--- config.mk ---
export PLATFORM = sky130hd
export DESIGN_NAME = move_ctrl
export DESIGN_NICKNAME = d
export VERILOG_FILES = /design/src/rtl/move_ctrl.sv
export SDC_FILE = /design/constraint.sdc
export NUM_CORES = 1
export LEC_CHECK = 0
export ABC_AREA = 0
export CORE_MARGIN = 4
export CORE_UTILIZATION = 50
export DETAILED_ROUTE_END_ITERATION = 8
export PLACE_DENSITY = 0.81
export SLEW_MARGIN = 5
export SYNTH_ARGS = -nofsm -noshare
export SYNTH_HDL_FRONTEND = slang
export SYNTH_SLANG_ARGS = --single-unit
--- constraint.sdc ---
create_clock -name clk -period 2.67 [get_ports clk]
set_clock_uncertainty 0.05 [all_clocks]
set_input_delay 0.534 -clock clk [delete_from_list [all_inputs] [get_ports clk]]
set_output_delay 0.534 -clock clk [all_outputs]
set_load 0.05 [all_outputs]
--- src/rtl/move_ctrl.sv ---
// move_ctrl: player motion controller for the Donkey Kong core.
// Turns the 4-bit move_state code into a registered pixel position, facing,
// jump status and walk-animation frame, advancing once per motion tick.
// Optional feature: define MOVE_AIR_CTRL_EN to let live left/right input
// steer x while jumping; otherwise the direction is latched at take-off.
module move_ctrl #(
  parameter int TICK_DIV  = 1_000_000,
  parameter int X_MIN     = 16,
  parameter int X_MAX     = 608,
  parameter int X_START   = 32,
  parameter int Y_TOP     = 32,
  parameter int Y_GROUND  = 440,
  parameter int X_STEP    = 2,
  parameter int JUMP_STEP = 2,
  parameter int JUMP_H    = 40
) (
  input  logic       clk,
  input  logic       rst,
  input  logic [3:0] move_state,
  input  logic       on_ladder,
  output logic [9:0] x,
  output logic [8:0] y,
  output logic       facing,
  output logic       jumping,
  output logic [1:0] anim_frame,
  output logic       tick
);

  localparam int CW = $clog2(TICK_DIV);

  typedef enum logic [1:0] {IDLE, RISE, FALL} jstate_t;
  typedef enum logic [1:0] {DIR_NONE, DIR_LEFT, DIR_RIGHT} dir_t;

  logic [CW-1:0] cnt;
  logic          upd;
  jstate_t       state;
  logic          arm;
  logic [8:0]    h;
  logic [2:0]    sub;
  dir_t          air_dir;

  dir_t          live_dir;
  dir_t          step_dir;
  logic          climb_up;
  logic          climb_dn;
  logic          start_jump;
  logic [9:0]    x_next;
  logic          facing_next;

  // The update cycle is the last count of the tick divider.
  assign upd = (cnt == CW'(TICK_DIV - 1));

  // Tick divider: free-running 0 .. TICK_DIV-1.
  always_ff @(posedge clk) begin
    // NOTE: sequential state uses non-blocking assignments so every register
    // samples pre-edge values, independent of statement order.
    if (rst)      cnt <= '0;
    else if (upd) cnt <= '0;
    else          cnt <= cnt + CW'(1);
  end

  // Decode the move code and compute the horizontal step for this tick.
  always_comb begin
    // NOTE: every combinational output gets a default first so no path
    // leaves it unassigned and no latch is inferred.
    live_dir    = DIR_NONE;
    climb_up    = 1'b0;
    climb_dn    = 1'b0;
    x_next      = x;
    facing_next = facing;

    case (move_state[2:0])
      3'b001:  climb_up = 1'b1;
      3'b010:  live_dir = DIR_LEFT;
      3'b011:  live_dir = DIR_RIGHT;
      3'b100:  climb_dn = 1'b1;
      default: ;
    endcase

    start_jump = (state == IDLE) && arm && move_state[3] && !on_ladder;

`ifdef MOVE_AIR_CTRL_EN
    step_dir = live_dir;
`else
    // Airborne, the take-off direction keeps driving x.
    step_dir = (state == IDLE) ? live_dir : air_dir;
`endif

    // Compare against the limit first so the subtraction never wraps.
    case (step_dir)
      DIR_LEFT: begin
        x_next      = (x > 10'(X_MIN + X_STEP)) ? x - 10'(X_STEP) : 10'(X_MIN);
        facing_next = 1'b0;
      end
      DIR_RIGHT: begin
        x_next      = (x < 10'(X_MAX - X_STEP)) ? x + 10'(X_STEP) : 10'(X_MAX);
        facing_next = 1'b1;
      end
      default: ;
    endcase
  end

  // Jump FSM, climbing, horizontal motion and animation, all per update cycle.
  always_ff @(posedge clk) begin
    if (rst) begin
      x          <= 10'(X_START);
      y          <= 9'(Y_GROUND);
      facing     <= 1'b1;
      jumping    <= 1'b0;
      anim_frame <= 2'd0;
      tick       <= 1'b0;
      state      <= IDLE;
      arm        <= 1'b1;
      h          <= '0;
      sub        <= '0;
      air_dir    <= DIR_NONE;
    end else begin
      tick <= upd;
      if (upd) begin
        x      <= x_next;
        facing <= facing_next;

        // Releasing the jump key re-arms; a held key cannot retrigger.
        if (!move_state[3]) arm <= 1'b1;

        case (state)
          IDLE: begin
            if (start_jump) begin
              state   <= RISE;
              jumping <= 1'b1;
              h       <= '0;
              arm     <= 1'b0;
              air_dir <= live_dir;
            end else if (on_ladder && climb_up) begin
              y <= (y > 9'(Y_TOP)) ? y - 9'd1 : 9'(Y_TOP);
            end else if (on_ladder && climb_dn) begin
              y <= (y < 9'(Y_GROUND)) ? y + 9'd1 : 9'(Y_GROUND);
            end

            // Walk cycle advances on left/right; anything else resets it.
            if (live_dir != DIR_NONE) begin
              sub <= sub + 3'd1;
              if (sub == 3'd7) anim_frame <= anim_frame + 2'd1;
            end else begin
              sub        <= '0;
              anim_frame <= 2'd0;
            end
          end

          RISE: begin
            y <= y - 9'(JUMP_STEP);
            h <= h + 9'(JUMP_STEP);
            if (h + 9'(JUMP_STEP) == 9'(JUMP_H)) state <= FALL;
          end

          FALL: begin
            if ({1'b0, y} + 10'(JUMP_STEP) >= 10'(Y_GROUND)) begin
              y       <= 9'(Y_GROUND);
              state   <= IDLE;
              jumping <= 1'b0;
            end else begin
              y <= y + 9'(JUMP_STEP);
            end
          end

          default: begin
            state   <= IDLE;
            jumping <= 1'b0;
          end
        endcase
      end
    end
  end

endmodule

==> impl_metrics.json <==
{
  "cp-start-kind": "flip-flop",
  "post_synth_num_cell_types": 69,
  "critPathKind": "reg -> out",
  "max_cap_violations": 0,
  "fin_crit_ns": 2.55,
  "first_global_vias": 3736,
  "post-dp-hpwl_mm": 7.18,
  "endpoint_kind": "output port",
  "post-cts-setup-buffers": 0,
  "min-delay-path-class": "reg -> reg",
  "cp_cell_sequence": "clkdlybuf4s50_1",
  "syn_inst": 512,
  "dr.pass1.iters": 5,
  "chipWidth_microns": 97.6,
  "place.gp.congestion": 0.954,
  "wl_per_cell_microns": 15.8,
  "postRouteAntennaNets": 0,
  "cts_root_buf": "clkbuf_8",
  "hold_buffers": 0,
  "p_per_area_nw_per_um2": 378,
  "rsz0062_at_grt": "no",
  "slowest_stage": "clkdlybuf4s50_1",
  "crit_buf_inv": 1,
  "drt-vias-per-instance": 6.15,
  "synth_ff_type": "dfxtp_1",
  "busiest_layer": "met2",
  "final_cell_mix": "58 x dfxtp_1, 52 x nand2_1, 47 x nor2_1",
  "cp_max_fo": 17,
  "fin_hold_ws_ns": 0.395,
  "ios": 31,
  "async_flop_share_pct": 0,
  "max_freq_mhz": 392,
  "dieArea_sq_um": 9520,
  "grtUsageMet1_pct": 27.0,
  "grt_max_degree": 24,
  "cts.path.max_buffers": 2,
  "dieHeight_microns": 97.6,
  "clock_latency_ns": 0.34,
  "antenna_found_initial": 0,
  "worstPathRequired_ns": 2.09,
  "vias": 3976,
  "place_inst": 632,
  "post-route-period-util_pct": 95.5,
  "cts.sinks": 59,
  "syn_area_sq_um": 4010,
  "design_area_sq_um": 4640,
  "drc": 0,
  "mostFrequentLayoutCell": "dfxtp_1",
  "slowest_delay_ns": 0.92,
  "synth_area_per_cell_sq_um": 7.84,
  "post_cts_resize_count": 0,
  "grt_pass1_wl_mm": 17.2,
  "dpl_cell_area_sq_um": 4460,
  "yosysSeqAreaShare_pct": 29.4,
  "track_usage_pct": 21.3,
  "ir_worst_vdd_uv": 354,
  "areaGrowthSynthToFinish_pct": 15.6,
  "grt_use_met3_pct": 5.38,
  "cts_buffers": 9,
  "fin_tns_setup_ns": 0,
  "rows": 32,
  "overflow": 0,
  "wl_mm": 10.2,
  "core_region_area_sq_um": 7770,
  "dr.first_iter.drc_count": 252,
  "cp_top_family": "buffers and inverters",
  "nFillCells": 708,
  "cts_tree": "done",
  "synth-seq-cells": 59,
  "worst_pin_slew_ns": 0.598,
  "synth_nets": 536,
  "antenna_cells": 0,
  "initial_core_util_pct": 51.7,
  "setup_viol": 0,
  "hold_violations": 0,
  "final_cell_count_no_fill": 647,
  "status": "finished, final reports clean",
  "fin_util_pct": 59.8,
  "clk_pin_slew_ns": 0.07,
  "cts.htree.levels": 3,
  "fin_nets": 565,
  "final_max_slew_viol_count": 0,
  "slew_headroom_pct": 60.1,
  "arrival_ns": 1.96,
  "synth-edff-count": 0,
  "grtUsageMet2_pct": 34.4,
  "drive_above_1_share_pct": 9.54,
  "io_buffers": 29,
  "leakagePower_nw": 1.71,
  "ys_warn_count": 0
}
[state kept, by name, indices dropped and copies added (netlist names)]
register and flops:
air_dir 2, anim_frame 2, arm 1, cnt 20
facing 1, h 8, jumping 1, state 2
sub 3, tick 1, x 9, y 9
[per-stage QoR]
| stage | power (mW) | setup slack [ns] |
|---|---|---|
| floorplan | 0.955 | 0.0398 |
| global placement | 0.983 | 0.0216 |
| detailed placement | 0.986 | -0.0497 |
| CTS | 1.76 | 0.114 |
| global route | 1.81 | 0.0386 |
| finish | 1.75 | 0.121 |
[cells in the mapped netlist (all sizes together) (3+ instances only)]
library cell  count  area share [%]
a41oi             3            0.65
a21oi            34             4.2
nor3b             5            0.94
dfxtp            59              29
inv              18             1.7
clkbuf           25             2.3
a211o             3            0.65
nor2b             6            0.94
o21ai            19             2.4
nand2            52             4.9
a311oi            7             1.5
ha               17             5.3
and2              5            0.78
and3              7             1.2
xnor2            20             4.4
or2               5            0.78
nand3            22             2.7
a221oi            7             1.5
nand4            16             2.6
and4              7             1.5
nor3             12             1.6
xor2             14             3.1
nor4              5            0.94
a221o             7             1.7
or3               4            0.75
nor2             47             4.4
buf              10             1.5
nand3b            3            0.56
mux2i            10             2.5
a31oi             5            0.78
a31o              4            0.87
nand4b            3            0.65
o22ai             3            0.47
nand2b           12             1.9
a211oi            3            0.56
[worst paths after layout]
path	from	to	slack (ns)	cells after the start
max	y[7]	y[7]	0.12	1
max reg2reg	cnt[12]	h[4]	0.28	6
min reg2reg	cnt[0]	cnt[0]	0.40	1
min	cnt[0]	cnt[0]	0.40	1
[cell families after synthesis]
kind of cell,count (synthesis),synth area share (%)
simple gates,217,28.6
compound gates,121,21.1
flops,59,29.4
buf+inv,53,5.52
xor+xnor,34,7.42
fa+ha+maj,17,5.30
mux,10,2.49
other cells,1,0.0934
[cell type report]
class                           instances  area [sq um]  share of cell area, %
Sequential cell                        59          1180                   25.5
Clock inverter                          5          55.1                   1.19
Tap cell                              102           128                   2.75
Timing Repair Buffer                   53           470                   10.1
Inverter                               18          67.6                   1.46
Clock buffer                           10           128                   2.75
Multi-Input combinational cell        400          2610                   56.3
[worst register-to-register path: cells and delay by family, from the launching register on]
kind,cells,cell delay (ns)
and+or+nand+nor,4,1.49
DFF,1,0.38
AOI/OAI and AO/OA,2,0.39
[layer usage]
layer,vias up,wire (microns)
li1,1930,-
met1,1866,4380
met2,155,4880
met3,25,717
met4,0,213
met5,-,0
[power by group]
part | leakage (nW) | internal, mW | total (mW) | switching [mW]
Combinational | 1.14 | 0.0354 | 0.0809 | 0.0455
Clock | 0.0881 | 0.422 | 0.787 | 0.364
Sequential | 0.476 | 0.884 | 0.886 | 0.00258
Total | 1.71 | 1.34 | 1.75 | 0.412
Note: power is estimated with default switching activity, not from simulation.
